### config.mk
export PLATFORM = sky130hd
export DESIGN_NAME = alu_arbiter
export DESIGN_NICKNAME = d
export VERILOG_FILES = /design/src/rtl/alu_arbiter.sv
export SDC_FILE = /design/constraint.sdc
export NUM_CORES = 1
export LEC_CHECK = 0
export CORE_ASPECT_RATIO = 1.2
export CORE_UTILIZATION = 45
export CTS_CLUSTER_SIZE = 40
export DETAILED_ROUTE_END_ITERATION = 10
export GPL_TIMING_DRIVEN = 0
export HOLD_SLACK_MARGIN = 0.1
export PLACE_DENSITY = 0.9
export REMOVE_ABC_BUFFERS = 1
export SYNTH_ARGS = -nofsm -noshare
export SYNTH_HDL_FRONTEND = slang
export SYNTH_SLANG_ARGS = --single-unit
### constraint.sdc
create_clock -name clk -period 7.4 [get_ports clk]
set_input_delay 1.48 -clock clk [delete_from_list [all_inputs] [get_ports clk]]
set_output_delay 1.48 -clock clk [all_outputs]
set_load 0.005 [all_outputs]
### src/rtl/alu_arbiter.sv
// Two-requester front end for the shared 32-bit ALU; result lands in a one-entry response slot one cycle after accept.
// A full slot blocks both requesters until it drains; drain and accept in the same cycle sustain one op per cycle.

module alu (
  input  logic [31:0] a,
  input  logic [31:0] b,
  input  logic [2:0]  alu_control,
  output logic [31:0] result,
  output logic [3:0]  alu_flags
);
  logic [31:0] b_eff;
  logic [32:0] sum;
  logic        arith;
  logic        ovf;

  always_comb begin
    // Odd codes subtract: a + ~b + 1, so C is the ARM-style "no borrow".
    b_eff  = alu_control[0] ? ~b : b;
    sum    = {1'b0, a} + {1'b0, b_eff} + {32'b0, alu_control[0]};
    arith  = (alu_control[2:1] == 2'b00);
    ovf    = (a[31] ~^ b_eff[31]) & (a[31] ^ sum[31]);
    result = '0;
    case (alu_control)
      3'b000, 3'b001: result = sum[31:0];
      3'b010:         result = a & b;
      3'b011:         result = a | b;
      3'b100:         result = a ^ b;
      3'b101:         result = {31'b0, sum[31] ^ ovf};
      default:        result = '0;
    endcase
    alu_flags = {result[31], (result == 32'b0), arith & sum[32], arith & ovf};
  end
endmodule

module alu_arbiter #(
  parameter bit RR = 1'b1
) (
  input  logic        clk,
  input  logic        reset,
  input  logic        req_valid0,
  input  logic        req_valid1,
  output logic        req_ready0,
  output logic        req_ready1,
  input  logic [31:0] a0,
  input  logic [31:0] b0,
  input  logic [2:0]  op0,
  input  logic [31:0] a1,
  input  logic [31:0] b1,
  input  logic [2:0]  op1,
  output logic        rsp_valid,
  input  logic        rsp_ready,
  output logic        rsp_id,
  output logic [31:0] rsp_result,
  output logic [3:0]  rsp_flags,
  output logic [15:0] gnt_cnt0,
  output logic [15:0] gnt_cnt1
);
  typedef enum logic {EMPTY, FULL} slot_state_t;

  typedef struct packed {
    logic        id;
    logic [31:0] result;
    logic [3:0]  flags;
  } rsp_t;

  slot_state_t state_q, state_d;
  rsp_t        rsp_q;
  logic        last_gnt;
  logic        slot_free;
  logic        gnt0, gnt1;
  logic        accept;
  logic        sel_id;
  logic [31:0] alu_a, alu_b, alu_result;
  logic [2:0]  alu_op;
  logic [3:0]  alu_flags;

  assign slot_free = !reset && (state_q == EMPTY || rsp_ready);

  // Requester 1 wins contention only in round-robin mode when 0 was served last.
  assign gnt1 = req_valid1 && (!req_valid0 || (RR && !last_gnt));
  assign gnt0 = req_valid0 && !gnt1;

  assign req_ready0 = slot_free && gnt0;
  assign req_ready1 = slot_free && gnt1;
  assign accept     = req_ready0 || req_ready1;
  assign sel_id     = gnt1;

  assign alu_a  = sel_id ? a1  : a0;
  assign alu_b  = sel_id ? b1  : b0;
  assign alu_op = sel_id ? op1 : op0;

  alu u_alu (
    .a           (alu_a),
    .b           (alu_b),
    .alu_control (alu_op),
    .result      (alu_result),
    .alu_flags   (alu_flags)
  );

  always_comb begin
    state_d = state_q;
    case (state_q)
      EMPTY:   if (accept) state_d = FULL;
      FULL:    if (accept) state_d = FULL;
               else if (rsp_ready) state_d = EMPTY;
      default: state_d = EMPTY;
    endcase
  end

  always_ff @(posedge clk) begin
    if (reset) begin
      state_q  <= EMPTY;
      rsp_q    <= '0;
      last_gnt <= 1'b1;
      gnt_cnt0 <= '0;
      gnt_cnt1 <= '0;
    end else begin
      state_q <= state_d;
      if (accept) begin
        rsp_q    <= '{id: sel_id, result: alu_result, flags: alu_flags};
        last_gnt <= sel_id;
        if (sel_id) gnt_cnt1 <= gnt_cnt1 + 16'd1;
        else        gnt_cnt0 <= gnt_cnt0 + 16'd1;
      end
    end
  end

  assign rsp_valid  = (state_q == FULL);
  assign rsp_id     = rsp_q.id;
  assign rsp_result = rsp_q.result;
  assign rsp_flags  = rsp_q.flags;
endmodule

==> summary.md, run 1 <==
| Metric | Value |
|---|---|
| FILL cells | 1254 |
| Setup Slack @ Placement | -1500 ps |
| Vias in the first global route | about 7600 |
| # nets final | between 1000 and 1500 |
| I/O pin count | approximately 210 |
| Detailed Routing Iterations Pass 1 | 5 |
| Critical path data required time | 7650 ps |
| Core Rows | a little over 50 |
| Hold Path Class | reg2reg |
| Dpl cell area | about 0.0098 sq mm |
| WS Path Type | in2reg |
| Max IR drop VDD | about 94 uV |
| Power Internal | around 1.1 mW |
| Dominant synthesized flop cell | dfxtp_1 |
| Total Wirelength | 24400 um |
| Sequential-to-total area share from yosys stat | 0.187 |
| IO Port Bufs | 210 |
| Switching portion of total power | 0.390 |
| Die X | between 100 and 150 um |
| Rel. slew slack | 0.0699 |
| Synth Instances | just over 900 |
| Vias | ~7900 |
| Clk pwr share | 0.242 |
| Pin count of the biggest net entering global routing | 49 |
| Syn Area/Cell | 8.02 sq um |
| Sequential share of power | 0.225 |
| DIE AREA | between 0.015 and 0.02 sq mm |
| Logic gate share of total power | 0.534 |
| Layout cells sized above 1 | 0.117 |
| Final Cell Area | around 0.011 sq mm |
| Post-DRT Antenna Nets | 0 |
| Post-DR vias/cell | approximately 5.9 |
| Routability cong. | about 0.95 |
| Commonest non-fill, non-tap cell in the layout | clkdlybuf4s50_1 |
| Root Buffer | clkbuf_16 |
| First DRT Iteration DRCs | 563 |
| Final Cycle Share | 0.978 |
| Top Usage Layer GRT | met2 |
| # DRC | 0 |
| Post-synth cell types | 70 |
| Total clock buffers created by CTS | 9 |
| Maximum clock insertion buffer count | 2 |
| GR met2 Demand/Resource | 0.487 |
| CTS tree | yes |
| Global routing usage on met1 | 0.300 |
| H-Tree Level Count | 3 |
| Ys async rst share | 0 |
| Grt total ovfl | 0 |
| First-pass GRT wire length | 36600 um |
| Critical path endpoint category | flop |
| DPL Wire Length | around 16000 um |
| Commonest non-fill, non-tap cells in the layout | clkdlybuf4s50_1 (209), nor2_1 (93), ha_1 (85), inv_1 (77), dfxtp_1 (70) |
| Fmax | 138 MHz |
| R2R Setup Slk | about 1600 ps |
| Initial core utilization | 0.460 |
| Core area | between 0.015 and 0.02 sq mm |
| Setup violations, final | 0 |
| Final Util | 0.657 |
| Layout Skew | about 5.4 ps |
| GRT Overall Usage | 0.265 |
| Crit start category | primary input |
| Worst-path maximum fanout | 7 |
| Max Slew Vio Count | 0 |
| EDFF count, synth | 0 |
| Synth Cell Area | roughly 0.0075 sq mm |
| Skew-Pair Late Insertion Delay | between 300 and 400 ps |
| Tightest Pin Transition | between 1000 and 1500 ps |
| Ys Warns | 0 |
| Leak | around 4.3 nW |
| Worst EP arrival | approximately 7500 ps |
| Syn-to-layout area delta | 42.8% |
| Max Cap Viol | 0 |
| P_sw | 713 uW |
| Final worst setup slack | about 160 ps |
| Min Tclk post-route | a little over 7000 ps |
| CTS Sinks | 70 |
| Dpl cells | roughly 1300 |
| DR WL/cell | around 18 um |
| Finished Layout Cells | roughly 1400 |
| Die height | roughly 140 um |
| Reg clk slew, reported paths | roughly 60 ps |
| Hold Vio Cnt, Final | 0 |
| N_diodes | 0 |
| M3 GR Usage | 0.0373 |
| #FFs+latches synth | 70 |
| Status | finished clean |
| Initial antenna violation count | 0 |
| Setup_tns | 0 ps |
| Power Density | 171 mW/mm^2 |
==> critical path, stage by stage <==
cell             delay [ps]
clkdlybuf4s50_1         530
a21boi_4                220
buf_12                  150
buf_12                  130
mux2_8                  410
xnor2_1                 190
ha_2                    350
a211oi_2                310
o21bai_2                170
o2bb2ai_2               160
o21ba_2                 270
o2111ai_2               190
a41oi_2                 260
nor2b_1                  70
o21a_1                  160
o21ai_0                 130
nand2b_1                100
fa_1                    470
a22o_1                  230
a211oi_2                320
nand3_2                 130
nor4_4                  200
nand4_1                 200
a2111oi_2               260
nand4_1                 160
o31ai_1                 220
==> final cells by class <==
class	count	area, sq um	share of cell area
Clock buffer	10	229	0.0214
Clock inverter	6	70.1	0.00656
Inverter	78	295	0.0276
Multi-Input combinational cell	737	5910	0.553
Sequential cell	70	1400	0.131
Tap cell	212	265	0.0248
Timing Repair Buffer	238	2510	0.235
==> cells by family after synthesis <==
family,after synthesis,share of synthesized area
flip-flops,70,0.187
AO/OA/AOI/OAI,229,0.214
multiplexers,80,0.112
buffers and inverters,130,0.0705
XOR/XNOR,80,0.0936
AND/OR/NAND/NOR,245,0.155
adder cells (fa/ha/maj),99,0.167
==> sequential cells by signal, summed over array words and instances, names as in the netlist <==
register,flops
rsp_flags,3
gnt_cnt0,16
rsp_valid,1
rsp_result,32
gnt_cnt1,16
last_gnt,1
rsp_id,1
==> power by group through the flow <==
stage | registers [mW] | logic (mW) | clock network [mW]
after floorplan | 0.418 | 0.577 | 0
after global placement | 0.417 | 0.826 | 0
after detailed placement | 0.418 | 0.858 | 0
after CTS | 0.410 | 0.887 | 0.447
after global routing | 0.413 | 1.06 | 0.465
final | 0.411 | 0.976 | 0.442
==> cells in the mapped netlist, types with 4 or more instances <==
library cell / count / area [sq um]
buf_6: 4 / 45.0
o21a_1: 4 / 30.0
clkbuf_1: 39 / 146
a211oi_1: 29 / 218
inv_1: 77 / 289
and4_1: 4 / 35.0
a21oi_1: 55 / 275
o21ai_0: 29 / 145
nand4_1: 15 / 93.8
a21o_1: 10 / 75.1
o21ai_1: 4 / 20.0
ha_1: 97 / 1210
o211ai_1: 4 / 30.0
nor2_1: 95 / 357
and3_1: 11 / 68.8
o22a_1: 7 / 61.3
nand2b_1: 14 / 87.6
a22oi_1: 24 / 180
or3_1: 4 / 25.0
o31ai_1: 4 / 30.0
nand3_1: 17 / 85.1
xor2_1: 32 / 280
mux2i_1: 61 / 611
nor4_1: 4 / 25.0
nand2_1: 50 / 188
nor3_1: 13 / 65.1
xnor2_1: 48 / 420
buf_1: 5 / 18.8
o22ai_1: 12 / 75.1
mux2_2: 16 / 180
a221oi_1: 6 / 52.6
dfxtp_1: 70 / 1400
==> worst paths after layout <==
kind,end,from,cells after the start
worst min register to register,rsp_result[8]$_SDFFE_PP0P_,rsp_result[8]$_SDFFE_PP0P_,2
worst min-delay path,rsp_result[8]$_SDFFE_PP0P_,rsp_result[8]$_SDFFE_PP0P_,2
worst max register to register,rsp_flags[2]$_SDFFE_PP0P_,last_gnt$_SDFFE_PP1P_,25
worst max-delay path,rsp_flags[2]$_SDFFE_PP0P_,req_valid1,26
==> what timing repair did <==
| action | in CTS | in global routing |
|---|---|---|
| resized for setup | 10 | 57 |
| gates cloned | 4 | 3 |
| pin swaps | 3 | 9 |
| buffers inserted | 3 | 15 |
| endpoints found under the setup margin | 1 | 1 |
| hold buffers | 0 | 0 |
==> metrics by stage <==
stage	power [mW]	hold slack, ps
after floorplan	0.995	447
after global placement	1.24	442
after detailed placement	1.28	449
after CTS	1.74	457
after global routing	1.94	470
final	1.83	463
==> routing by layer <==
layer  wire length, um  vias to the layer above
li1                  -                     3755
met1              9320                     3710
met2             12300                      394
met3              1740                       87
met4               991                        0
met5                 0                        -
Power figures use the tool's default switching activity.
==> inputs of run 2 (changes only) <==
- GPL_ROUTABILITY_DRIVEN: unset -> 0
==> run 2 against run 1 <==
Effect of this change:
- core utilization grew 0.20 points
- total power grew 0.71%
- die area is the same
- critical path type unchanged
- combinational power grew 2.3%
- sequential power is essentially flat
- largest power group unchanged
- global-route usage shrank 0.23 points
- clock skew is essentially flat
- fmax grew 3.0%
- first-iteration DRC count grew 9.2%
==> summary.md, run 2 (synthesis gave the netlist of run 1 again) <==
| Metric | Value |
|---|---|
| Crit start category | primary input |
| First DRT Iteration DRCs | around 620 |
| Hold Vio Cnt, Final | 0 |
| Tightest Pin Transition | 1340 ps |
| Min Tclk post-route | roughly 7000 ps |
| R2R Path End | rsp_flags[2]$_SDFFE_PP0P_ |
| Die X | 120 um |
| CTS tree | yes |
| Post-DR vias/cell | ~6 |
| Dpl cells | roughly 1300 |
| CP startpoint | op1[0] |
| Skew-Pair Late Insertion Delay | around 340 ps |
| Register-to-Register Path Depth | 25 |
| Hold_sp | rsp_result[6]$_SDFFE_PP0P_ |
| Total clock buffers created by CTS | 9 |
| Initial antenna violation count | 0 |
| Commonest non-fill, non-tap cell in the layout | clkdlybuf4s50_1 |
| Rel. slew slack | 0.106 |
| Critical path endpoint category | flop |
| WHS | roughly 470 ps |
| Layout cells sized above 1 | 0.125 |
| I/O pin count | ~210 |
| Setup crit end | rsp_flags[2]$_SDFFE_PP0P_ |
| Root Buffer | clkbuf_16 |
| Hold Path Class | reg2reg |
| Worst-path maximum fanout | 8 |
| Max FFs per register | 32 |
| Syn-to-layout area delta | 43.2% |
| Status | finished clean |
| DIE AREA | 0.0172 sq mm |
| Initial core utilization | 0.460 |
| FILL cells | ~1200 |
| Critical path's largest stage delay | between 600 and 700 ps |
| Critical path data required time | ~7700 ps |
| Fmax | between 100 and 150 MHz |
| Final Util | 0.659 |
| Core Rows | slightly above 50 |
| IO Port Bufs | between 200 and 250 |
| N_diodes | 0 |
| WS Path Type | in2reg |
| Reg clk slew, reported paths | about 60 ps |
| Final worst setup slack | 367 ps |
| Final Cycle Share | 0.950 |
| Pin count of the biggest net entering global routing | 41 |
| Max Cap Viol | 0 |
| Core area | about 0.016 sq mm |
| Max IR drop VDD | ~120 uV |
| H-Tree Level Count | 3 |
| Finished Layout Cells | 1358 |
| Maximum clock insertion buffer count | 2 |
| DPL Wire Length | 16800 um |
| Critical-path top delay cell | clkdlybuf4s50_1 |
| R2R Setup Slk | roughly 1400 ps |
| Setup violations, final | 0 |
| Worst EP arrival | about 7300 ps |
| Power Density | ~170 mW/mm^2 |
| Setup Slack @ Placement | -1510 ps |
| Vias in the first global route | roughly 7400 |
| Final Cell Area | ~0.011 sq mm |
| Grt total ovfl | 0 |
| RSZ-0062 raised after global routing | no |
| First-pass GRT wire length | about 36000 um |
| Reg-to-reg startpoint | last_gnt$_SDFFE_PP1P_ |
| # nets final | ~1400 |
| CTS Sinks | 70 |
| Hold Path Stages | 2 |
| Layout Skew | roughly 5.5 ps |
| Dpl cell area | slightly below 0.01 sq mm |
| Detailed Routing Iterations Pass 1 | 7 |
| Die height | around 140 um |
| Total Wirelength | around 25000 um |
| Worst path cell trace | clkdlybuf4s50_1, mux2_8, xnor2_1, ha_1, a211oi_2, o21bai_2, o2bb2ai_2, o21ba_2, o2111ai_4, a41oi_2, nor2b_1, o21a_1, o21ai_0, nand2b_1, fa_1, a22o_1, a211oi_4, nand3_2, nor4_4, nand4_1, a2111oi_2, nand4_1, o31ai_1 |
| # hold bufs at CTS | 0 |
| Post-DRT Antenna Nets | 0 |
| # DRC | 0 |
| Cell mode on critical path | nand4_1 |
| Max Slew Vio Count | 0 |
| Setup_tns | 0 ps |
| DR WL/cell | about 18 um |
| Commonest non-fill, non-tap cells in the layout | clkdlybuf4s50_1 (207), nor2_1 (93), ha_1 (84), inv_1 (77), dfxtp_1 (70) |
| GRT Overall Usage | 0.263 |
| Leak | between 4 and 5 nW |
| Vias | slightly above 8000 |
| Total power | between 1.5 and 2 mW |
[run 2: cell count changes in the layout (fill, tap and decap cells not counted), moves of 3 or more]
cell        before  now
buf_4           15   24
clkinv_2         0    3
clkinvlp_4       3    0
mux2i_2         12   15
[run 2: worst max-delay path, delay by kind of cell]
| kind | cells | cell delay (ps) |
|---|---|---|
| muxes | 1 | 480 |
| AOI/OAI and AO/OA | 12 | 2700 |
| adders and majority gates | 2 | 860 |
| xor gates and xnor gates | 1 | 160 |
| and+or+nand+nor | 6 | 960 |
| buffers and inverters | 1 | 660 |
[run 2: final cells by class]
| class | instances | area (sq um) | area share |
|---|---|---|---|
| inverters | 78 | 295 | 0.0275 |
| flip-flops and latches | 70 | 1400 | 0.131 |
| multi-input cells | 737 | 5940 | 0.554 |
| repair buffers | 245 | 2530 | 0.236 |
| well taps | 212 | 265 | 0.0247 |
| clock buffers | 10 | 229 | 0.0214 |
| clock inverters | 6 | 62.6 | 0.00584 |
[run 2: timing repair]
| item | CTS | global route |
|---|---|---|
| resized for setup | 10 | 62 |
| hold endpoints to repair | 0 | 0 |
| setup endpoints to repair | 1 | 1 |
| cloned | 3 | 4 |
| pin swaps | 4 | 17 |
| setup buffers | 4 | 21 |
[run 2: how the worst min path moves through the flow]
stage | endpoint | slack, ps
finish | rsp_result[6]$_SDFFE_PP0P_ | 470
global route | rsp_result[6]$_SDFFE_PP0P_ | 480
CTS | rsp_result[6]$_SDFFE_PP0P_ | 460
detailed placement | rsp_result[6]$_SDFFE_PP0P_ | 450
global placement | rsp_result[8]$_SDFFE_PP0P_ | 440
floorplan | rsp_result[6]$_SDFFE_PP0P_ | 450
[run 2: layer usage]
layer / track usage / up-vias / routed length (um)
li1: - / 3756 / -
met1: 0.293 / 3764 / 9330
met2: 0.491 / 417 / 12400
met3: 0.0294 / 104 / 1690
met4: 0.130 / 0 / 1220
met5: 0 / - / 0
[run 2: report_power, final]
group / internal, mW / total (mW) / switching [mW]
registers: 0.397 / 0.411 / 0.0137
logic: 0.466 / 0.998 / 0.532
clock network: 0.260 / 0.433 / 0.173
